[config.mk]
export PLATFORM = sky130hd
export DESIGN_NAME = kb_move_decoder
export DESIGN_NICKNAME = d
export VERILOG_FILES = /design/src/rtl/kb_move_decoder.sv
export SDC_FILE = /design/constraint.sdc
export NUM_CORES = 1
export LEC_CHECK = 0
export ABC_AREA = 0
export BUFFER_PORTS_ARGS = -buffer_cell sky130_fd_sc_hd__buf_2
export CORE_AREA = 2 2 66 74
export CTS_CLUSTER_SIZE = 30
export DETAILED_ROUTE_END_ITERATION = 12
export DIE_AREA = 0 0 68 76
export GPL_ROUTABILITY_DRIVEN = 0
export GPL_TIMING_DRIVEN = 0
export HOLD_SLACK_MARGIN = 0.15
export PLACE_DENSITY = 0.75
export SLEW_MARGIN = 15
export SYNTH_ARGS = -nofsm -noshare
export SYNTH_HDL_FRONTEND = slang
export SYNTH_SLANG_ARGS = --single-unit
[constraint.sdc]
create_clock -name clk -period 2.95 [get_ports clk]
set_input_delay 0.295 -clock clk [delete_from_list [all_inputs] [get_ports clk]]
set_output_delay 0.295 -clock clk [all_outputs]
set_load 0.02 [all_outputs]
[src/rtl/kb_move_decoder.sv]
// PS/2 set-2 scan-code decoder for maze movement: drains the kb_code FIFO,
// tracks E0/F0 prefixes, keeps a held-direction mask and times auto-repeat.
module kb_move_decoder #(
  parameter int REPEAT_DELAY  = 12500000,
  parameter int REPEAT_PERIOD = 5000000,
  parameter int CNT_W         = 24,
  parameter int ENABLE_WASD   = 1
) (
  input  logic       clk,
  input  logic       reset,
  input  logic [7:0] key_code,
  input  logic       kb_buf_empty,
  output logic       rd_key_code,
  output logic [3:0] move_pulse,
  output logic [3:0] held,
  output logic       esc_pulse
);

  localparam logic [CNT_W-1:0] LP_DELAY  = CNT_W'(REPEAT_DELAY);
  localparam logic [CNT_W-1:0] LP_PERIOD = CNT_W'(REPEAT_PERIOD);

  typedef enum logic [1:0] {S_IDLE, S_EXT, S_BRK, S_EXT_BRK} state_t;

  state_t           r_state, w_state_nxt;
  logic [CNT_W-1:0] r_cnt;
  logic [3:0]       r_last;
  logic             w_make, w_brk, w_ext;
  logic [3:0]       w_dir;
  logic             w_esc;
  logic             w_fresh, w_brk_last;

  // A byte is consumed on the edge where the pop strobe is high.
  always_comb begin
    w_state_nxt = r_state;
    w_make      = 1'b0;
    w_brk       = 1'b0;
    w_ext       = 1'b0;
    if (rd_key_code) begin
      case (r_state)
        S_IDLE: begin
          if (key_code == 8'hE0)      w_state_nxt = S_EXT;
          else if (key_code == 8'hF0) w_state_nxt = S_BRK;
          else                        w_make = 1'b1;
        end
        S_EXT: begin
          if (key_code == 8'hF0)      w_state_nxt = S_EXT_BRK;
          else if (key_code != 8'hE0) begin
            w_make      = 1'b1;
            w_ext       = 1'b1;
            w_state_nxt = S_IDLE;
          end
        end
        S_BRK: begin
          if (key_code != 8'hF0) begin
            w_brk       = 1'b1;
            w_state_nxt = S_IDLE;
          end
        end
        S_EXT_BRK: begin
          if (key_code != 8'hE0 && key_code != 8'hF0) begin
            w_brk       = 1'b1;
            w_ext       = 1'b1;
            w_state_nxt = S_IDLE;
          end
        end
        default: w_state_nxt = S_IDLE;
      endcase
    end
  end

  // Direction bits are {right,left,down,up}; WASD shares bits with the arrows.
  always_comb begin
    w_dir = 4'b0000;
    w_esc = 1'b0;
    if (w_ext) begin
      case (key_code)
        8'h75:   w_dir = 4'b0001;
        8'h72:   w_dir = 4'b0010;
        8'h6B:   w_dir = 4'b0100;
        8'h74:   w_dir = 4'b1000;
        default: w_dir = 4'b0000;
      endcase
    end else begin
      if (ENABLE_WASD != 0) begin
        case (key_code)
          8'h1D:   w_dir = 4'b0001;
          8'h1B:   w_dir = 4'b0010;
          8'h1C:   w_dir = 4'b0100;
          8'h23:   w_dir = 4'b1000;
          default: w_dir = 4'b0000;
        endcase
      end
      w_esc = (key_code == 8'h76);
    end
  end

  assign w_fresh    = w_make && (w_dir != 4'b0000) && ((held & w_dir) == 4'b0000);
  assign w_brk_last = w_brk && (w_dir != 4'b0000) && (w_dir == r_last);

  always_ff @(posedge clk or posedge reset) begin
    if (reset) r_state <= S_IDLE;
    else       r_state <= w_state_nxt;
  end

  always_ff @(posedge clk or posedge reset) begin
    if (reset) begin
      rd_key_code <= 1'b0;
      move_pulse  <= 4'b0000;
      held        <= 4'b0000;
      esc_pulse   <= 1'b0;
      r_cnt       <= '0;
      r_last      <= 4'b0000;
    end else begin
      rd_key_code <= !kb_buf_empty && !rd_key_code;
      move_pulse  <= 4'b0000;
      esc_pulse   <= w_make && w_esc;
      if (w_fresh) begin
        // A fresh press takes over the repeat timer, beating any expiry.
        held       <= held | w_dir;
        move_pulse <= w_dir;
        r_last     <= w_dir;
        r_cnt      <= LP_DELAY;
      end else if (w_brk_last) begin
        held   <= held & ~w_dir;
        r_last <= 4'b0000;
        r_cnt  <= '0;
      end else begin
        if (w_brk) held <= held & ~w_dir;
        if (r_last != 4'b0000 && r_cnt != '0) begin
          if (r_cnt == CNT_W'(1)) begin
            move_pulse <= r_last;
            r_cnt      <= LP_PERIOD;
          end else begin
            r_cnt <= r_cnt - 1'b1;
          end
        end
      end
    end
  end

endmodule

== After elaboration in Yosys (flattened, before gate mapping) ==
Index checks and enable logic that the tools add are counted.
Word-level totals
  output and inout bits: 10
  register bits: 40
Operators by class
  reduce and logical (&&, ||, !) cells: 19
  equal/unequal tests: 22
  add/subtract/negate cells: 1
  muxes and demuxes: 36
  bitwise logic cells: 4
Operators with widths (number)
  24-bit two-way mux: 4
  8-bit by 7-bit equality test with 1-bit output (second input constant): 5
  4-bit two-way mux: 10
  4-bit one-hot mux with 4 select lines: 2
  24-bit by 1-bit equality test with 1-bit output (second input constant): 1
  8-bit by 5-bit equality test with 1-bit output (second input constant): 3
  24-bit nonzero test: 1
  24-bit by 1-bit subtractor with 24-bit output (second input constant): 1
  8-bit equality test (second input constant): 2
  8-bit != test (second input constant): 2
  2-bit two-way mux: 6
  1-bit two-way mux: 10
  4-bit bitwise AND: 2
  8-bit by 6-bit equality test with 1-bit output (second input constant): 1
  1-bit logical AND: 8
  2-bit one-hot mux with 4 select lines: 1
  4-bit nonzero test: 2
  3-bit != test (second input constant): 2
  1-bit one-hot mux with 2 select lines: 3
  3-bit nonzero test: 2
  5-bit AND reduction: 1
  2-bit equality test (second input constant): 2
  4-bit equality test: 1
  4-bit zero test: 1
  7 further kinds: 9

== Longest topological paths before layout ==
Gate-level depths: netlist of run 1.
  depth in word-level cells: 11
  gate-level depth with buffers: 10
  mapped depth without buffers: 9

== Worst setup path before layout of run 1 ==
Ideal clock, no wire load.
  kind: flip-flop to flip-flop
  from: register rd_key_code
  to: register r_cnt[3]
  buffers on the path: 2
  required time: 2.816 ns
  arrival: 2.482 ns
  clock period less this slack: 2.616 ns
  cell stages (with the launch flop): 10
  path slack: 0.334 ns
  cell sequence: dfrtp_1 clkbuf_1 nand2_1 a21oi_4 mux2_2 a21o_1 or4b_4 o21ai_4 buf_6 a21oi_1
On the way
  word-level cells in the longest chain between the ends: 7
  elaborated cells on any way between the ends: 15
Ends and longest elaborated chain
  start: declaration: RTL line 13  | output logic rd_key_code,
  start signal: assignment: RTL line 114  | rd_key_code <= !kb_buf_empty && !rd_key_code;
  1-bit two-way mux: RTL line 38  | if (rd_key_code) begin
  4-bit two-way mux: RTL line 75  | if (w_ext) begin
  4-bit nonzero test: RTL line 97, 98
  1-bit logical AND (2 in series): RTL line 98  | assign w_brk_last = w_brk && (w_dir != 4'b0000) && (w_dir == r_last);
  24-bit two-way mux: RTL line 123  | end else if (w_brk_last) begin
  24-bit two-way mux: RTL line 117  | if (w_fresh) begin
  end signal: assignment: RTL line 134  | r_cnt <= r_cnt - 1'b1;
  end: declaration: RTL line 25  | logic [CNT_W-1:0] r_cnt;
Several ways; a longest one is shown, not always the timed one.
A chain may end at the register's enable or synchronous reset.

== Final worst setup path of run 1 ==
  from: register r_cnt[14]
  to: register r_cnt[12]
On the way
  word-level cells in the longest chain between the ends: 5
  elaborated cells on any way between the ends: 8
Ends and longest elaborated chain
  24-bit by 1-bit equality test with 1-bit output: RTL line 130  | if (r_cnt == CNT_W'(1)) begin
  24-bit two-way mux: RTL line 130
  24-bit two-way mux: RTL line 129  | if (r_last != 4'b0000 && r_cnt != '0) begin
  24-bit two-way mux: RTL line 123
  24-bit two-way mux: RTL line 117
Several ways; a longest one is shown, not always the timed one. The select of a mux whose other input is x is not followed.

==> impl_metrics.py, run 1 <==
metrics = {
    "grt": {
        "grt_pass1_vias": 2205,
        "grt_max_degree": 38,
        "grt_first_pass_wirelength_mm": 10.18,
        "gr-total-overflow": 0,
        "antenna_found_initial": 0,
        "grt_usage_pct": 25.63,
    },
    "worst_hold_path": {
        "holdPathStages": 3,
        "min_path_type": "in2reg",
        "holdPathEnd": "r_state[1]",
        "hp-start": "key_code[4]",
    },
    "worst_setup_path": {
        "path_class": "reg2reg",
        "reg2reg_depth": 8,
        "critPathBufInv": 2,
        "crit_required_ns": 3.10,
        "critPathLaunchType": "flip-flop",
        "critPathTopFamily": "simple AND/OR/NAND/NOR gates",
        "reg2reg_setup_slack_ns": 0.15,
        "cp_cell_sequence": "or4_1 -> and4bb_2 -> and3_1 -> clkbuf_1 -> clkbuf_4 -> o21ai_0 -> a22oi_1 -> o21ai_0",
        "critPathSlowestCell": "or4_1",
        "cp_max_fo": 10,
        "arrival_ns": 2.96,
        "cp_slowest_stage_delay_ns": 0.67,
        "r2r_end": "r_cnt[12]",
        "cpMostUsedCell": "o21ai_0",
        "r2r_start": "r_cnt[14]",
        "cp-end-kind": "flip-flop",
    },
    "drt": {
        "drc": 0,
        "wl_per_cell_um": 16.29,
        "first_iter_violations": 111,
        "ant_nets": 0,
        "vias_per_cell": 6.138,
        "firstDrtPassIters": 4,
        "num_vias": 2308,
        "routed_wl_mm": 6.124,
    },
    "power": {
        "peakVddDrop_v": 0.0006143,
        "p_per_area_nw_per_um2": 512.9,
        "leakagePower_nw": 1.176,
    },
    "timing": {
        "fmax_ghz": 0.3566,
        "finClkSkew_ns": 0.006480,
        "slew_headroom_pct": 61.70,
        "final_hold_viol_count": 0,
        "worst_slew_pin_slew_ns": 0.5693,
        "finalCriticalPeriod_ns": 2.805,
        "setup_violations": 0,
        "fin_crit_sh_pct": 95.07,
        "worst_hold_slack_ns": 0.3474,
        "finalMaxSlewViolations": 0,
    },
    "cts": {
        "clk_pin_slew_ns": 0.08,
        "clk_path_buf_depth": 2,
        "cts.sinks": 40,
        "cts_tree": "done",
        "clockRootBuffer": "clkbuf_8",
        "htree_levels": 2,
        "cts_buffers": 5,
        "clk_latency_ns": 0.30,
        "postCtsSetupBuffers": 0,
    },
    "final_layout": {
        "area_growth_syn_to_layout_pct": 12.60,
        "multi_input_area_sq_um": 1449,
        "antenna_cells": 0,
        "fill_cells": 370,
        "fin_area_sq_um": 2919,
        "drive_gt1_share_pct": 20.31,
        "fin_nets": 332,
        "regArea_sq_um": 1001,
    },
    "logic_synthesis": {
        "synth_top_area_cell": "dfrtp_1",
        "synth_edf_count": 0,
        "synth_top_cells_by_area": "dfrtp_1, o21ai_0, nand2_1, nor2_1, a21oi_1",
        "avgSynthCellArea_sq_um": 8.940,
        "synth-seq-cells": 40,
        "yosysWarnings": 0,
        "synth_area_sq_um": 2592,
        "yosys.area.top_type_share_pct": 38.61,
        "ys_seq_area_share_pct": 38.61,
        "synth_cells": 290,
        "ys.flop_type": "dfrtp_1",
        "synth.distinct_cells": 64,
        "synth_nets": 303,
        "async_reset_ff_share_pct": 100.0,
    },
    "flow_run": {
        "cap_violations": 0,
    },
    "place": {
        "io_buffers": 19,
        "dpl.hpwl_mm": 4.477,
        "dpl-instance-area_sq_um": 2778,
    },
    "floorplan": {
        "ios": 21,
        "die_w_um": 68,
        "fp-row-count": 26,
        "dieArea_sq_um": 5168,
        "die_y_um": 76,
        "initial_core_util_pct": 57.75,
        "core_sq_um": 4489,
    },
    "outcome": {
        "status": "complete, no violations",
    },
}
[state kept, by name, summed over array words and instances (netlist names), named ones only]
signal       cells
move_pulse       4
rd_key_code      1
r_last           4
r_state          2
r_cnt           24
esc_pulse        1
[layout make-up]
type                    count  share of cell area [%]
multi-input cells         224                   49.64
flip-flops and latches     40                   34.29
repair buffers             22                   4.629
plain buffers              15                   3.943
clock buffers               6                   2.486
well taps                  56                   2.400
inverters                  11                   1.414
clock inverters             2                   1.200
[what timing repair did]
item                                   4_1_cts  5_1_grt
endpoints found under the hold margin       41        0
gates resized for setup                      0        3
setup endpoints to repair                    0       14
hold buffers                                 2        0
[per-stage QoR]
stage	setup WS (ns)	std cells	utilization [%]	total power [mW]	setup TNS, ns
after global placement	0.1211	365	61.43	1.039	0
after CTS	0.08157	376	64.72	1.501	0
after global routing	-0.002296	376	65.02	1.598	-0.002296
after floorplan	0.3338	290	-	0.9679	0
final	0.1454	376	65.02	1.497	0
after detailed placement	0.1165	366	61.87	1.056	0
[synthesized netlist by cell type, types with 2 or more instances]
library cell  number
clkbuf_1           4
and4bb_2           4
mux2i_1            5
buf_2              4
a22oi_1            3
mux2_2             2
nand4_1            9
or3_1              2
buf_6              4
xor2_1             3
ha_1               2
and2_1             2
nand2b_1           2
o211ai_1           3
nor4_1             6
nand4b_1           3
nand3_1           14
clkbuf_8           2
xnor2_1            3
o31ai_1            2
inv_1             11
nor2b_1            3
o21ai_2            2
a21o_1             2
a31oi_1            2
and3_1             2
o21ai_0           28
a311oi_1           5
or4_1              3
o21ai_1            2
nor3_1            14
nor2_1            26
o41ai_1            2
dfrtp_1           40
nand2_1           27
a21oi_1           14
[tightest hold or removal path, cell delays in order]
cell and delay [ns]:
buf_2 0.15, nand2_1 0.06, o21ai_0 0.09
[per-layer routing]
layer / vias to the layer above / wire, um / track usage [%]
met3: 9 / 267 / 5.318
met5: - / 0 / 0
met2: 55 / 3259 / 45.15
met4: 0 / 105 / 7.200
li1: 1128 / - / -
met1: 1116 / 2490 / 30.63
[cell families (layout without fill, tap and decap cells)]
group           Yosys count  count (layout)  synth area share (%)
mux                       7               7                 2.799
compound gates           76              76                 19.84
xor+xnor                  6               6                 2.027
simple gates            133             133                 29.83
buf+inv                  26              56                 5.936
fa+ha+maj                 2               2                0.9651
flops                    40              40                 38.61
[layout by cell type, fill, tap and decap left out, types with 9 or more instances in the layout]
master,n
buf_2,22
inv_1,10
nand4_1,9
nand3_1,14
dfrtp_1,40
o21ai_0,28
nor3_1,14
nand2_1,27
nor2_1,26
a21oi_1,14
[worst max path at each step]
stage                            to  cells after the start  slack, ns   startpoint
after floorplan            r_cnt[3]                      9       0.33  rd_key_code
after global placement    r_cnt[19]                      9       0.12     r_cnt[6]
after detailed placement  r_cnt[19]                      9       0.12     r_cnt[6]
after CTS                 r_cnt[19]                      9       0.08     r_cnt[6]
after global routing      r_cnt[22]                      8     -0.002     r_cnt[6]
final                     r_cnt[12]                      8       0.15    r_cnt[14]
[report_power, final]
part | internal, mW | total (mW) | switching [mW] | leakage, nW
registers | 0.635 | 0.726 | 0.0913 | 0.447
clock network | 0.251 | 0.438 | 0.187 | 0.0552
logic | 0.143 | 0.333 | 0.190 | 0.673
Note: power is estimated with default switching activity, not from simulation.
==> run 2: changes to the inputs <==
PLACE_DENSITY = 0.78   (was 0.75)
==> impl_metrics.py, run 2 (same netlist as run 1, synthesis figures left out) <==
metrics = {
    "worst_setup_path": {
        "arrival_ns": 2.88,
        "cp_max_fo": 10,
        "path_class": "reg2reg",
        "critPathLaunchType": "flip-flop",
        "cp_cell_sequence": "or4_1 -> and4bb_2 -> and3_1 -> buf_2 -> o21ai_0 -> a22oi_1 -> o21ai_0",
        "critPathSlowestCell": "or4_1",
        "crit_required_ns": 3.11,
        "cp-end-kind": "flip-flop",
        "cp_slowest_stage_delay_ns": 0.69,
        "reg2reg_setup_slack_ns": 0.23,
        "r2r_start": "r_cnt[14]",
        "cpMostUsedCell": "o21ai_0",
        "worstSetupStartpoint": "r_cnt[14]",
    },
    "final_layout": {
        "regArea_sq_um": 1001,
        "drive_gt1_share_pct": 20.75,
        "most-common-layout-cells": "dfrtp_1, o21ai_0, nand2_1, nor2_1, buf_2",
        "multi_input_area_sq_um": 1450,
        "final_common_cell": "dfrtp_1",
        "fill_cells": 375,
        "final-instance-count-excl-fill": 374,
        "area_growth_syn_to_layout_pct": 12.40,
        "fin_nets": 330,
        "antenna_cells": 0,
        "largest_reg_flops": 24,
        "regMostFlops": "r_cnt",
        "reg_top3": "r_cnt x24, move_pulse x4, r_last x4",
    },
    "grt": {
        "grt_max_degree": 28,
        "gr-total-overflow": 0,
        "grt_usage_pct": 25.40,
        "grt_first_pass_wirelength_mm": 10.14,
        "antenna_found_initial": 0,
        "grt_pass1_vias": 2180,
    },
    "timing": {
        "worst_slew_pin_slew_ns": 0.5599,
        "fin_crit_sh_pct": 92.27,
        "tns_ns": 0,
        "finClkSkew_ns": 0.01193,
        "finalCriticalPeriod_ns": 2.722,
        "finalMaxSlewViolations": 0,
        "fmax_ghz": 0.3674,
        "final_hold_viol_count": 0,
        "setup_violations": 0,
        "slew_headroom_pct": 62.33,
    },
    "cts": {
        "clk_pin_slew_ns": 0.08,
        "cts.sinks": 40,
        "htree_levels": 2,
        "clockRootBuffer": "clkbuf_8",
        "cts_buffers": 5,
        "clk_path_buf_depth": 2,
        "cts_tree": "done",
        "clk_latency_ns": 0.30,
    },
    "power": {
        "peakVddDrop_v": 0.0004761,
        "leakagePower_nw": 1.172,
        "p_per_area_nw_per_um2": 516.1,
    },
    "drt": {
        "drc": 0,
        "vias_per_cell": 6.155,
        "firstDrtPassIters": 4,
        "first_iter_violations": 120,
        "num_vias": 2302,
        "ant_nets": 0,
        "wl_per_cell_um": 16.20,
        "routed_wl_mm": 6.059,
    },
    "floorplan": {
        "dieArea_sq_um": 5168,
        "die_y_um": 76,
        "fp-row-count": 26,
        "initial_core_util_pct": 57.75,
        "core_sq_um": 4489,
        "die_w_um": 68,
        "ios": 21,
    },
    "worst_hold_path": {
        "min_path_type": "in2reg",
        "hp-start": "key_code[4]",
    },
    "place": {
        "post-place-cells": 366,
        "dpl.hpwl_mm": 4.453,
        "io_buffers": 19,
    },
    "flow_run": {
        "cap_violations": 0,
    },
    "outcome": {
        "status": "complete, no violations",
    },
}
==> run 2: final timing paths <==
kind	end	cells past startpoint
setup / recovery	r_cnt[12]	7
hold / removal	r_state[1]	3
setup reg to reg	r_cnt[12]	7
hold reg to reg	r_cnt[9]	1
max in group asynchronous	r_cnt[16]	4
min in group asynchronous	r_cnt[0]	3
==> run 2: per-layer routing <==
metal	share of wire [%]	up-vias	track usage [%]	wire (um)
met5	0	-	0	0
met2	53	55	44.76	3188
met1	42	1108	30.64	2536
li1	-	1129	-	-
met4	1.3	0	7.800	76
met3	4.3	10	4.284	258
==> run 2: worst max-delay path: cells and delay by family (launching register included) <==
family	cells	cell delay, ns
and+or+nand+nor	3	1.44
DFF	1	0.45
AOI/OAI and AO/OA	3	0.39
buffers and inverters	1	0.30
==> run 2: layout make-up <==
| cell class | instances | share of cell area (%) |
|---|---|---|
| inverters | 11 | 1.417 |
| plain buffers | 13 | 3.607 |
| clock buffers | 5 | 2.362 |
| well taps | 56 | 2.404 |
| flip-flops and latches | 40 | 34.35 |
| repair buffers | 22 | 4.637 |
| clock inverters | 3 | 1.460 |
| multi-input cells | 224 | 49.76 |
==> run 2: stage by stage <==
step	hold slack [ns]	power (mW)	util, %	setup WS (ns)	cell area, sq um
floorplan	0.3557	0.9679	-	0.3338	2592
global placement	0.4410	1.035	61.43	0.1015	2758
detailed placement	0.2643	1.050	61.87	0.1012	2778
CTS	0.2993	1.511	64.80	0.03956	2909
global route	0.3223	1.594	64.91	-0.0002134	2914
finish	0.3052	1.504	64.91	0.2280	2914
==> run 2: where the power goes <==
part | switching (mW) | internal (mW) | total, mW
registers | 0.0900 | 0.634 | 0.724
clock network | 0.206 | 0.251 | 0.456
logic | 0.182 | 0.141 | 0.324
==> run 2: repair_timing <==
item / in CTS / in global routing
buffers inserted: 0 / 0
hold endpoints to repair: 14 / 0
hold buffers: 2 / 0
resized for setup: 0 / 2
setup endpoints to repair: 0 / 13
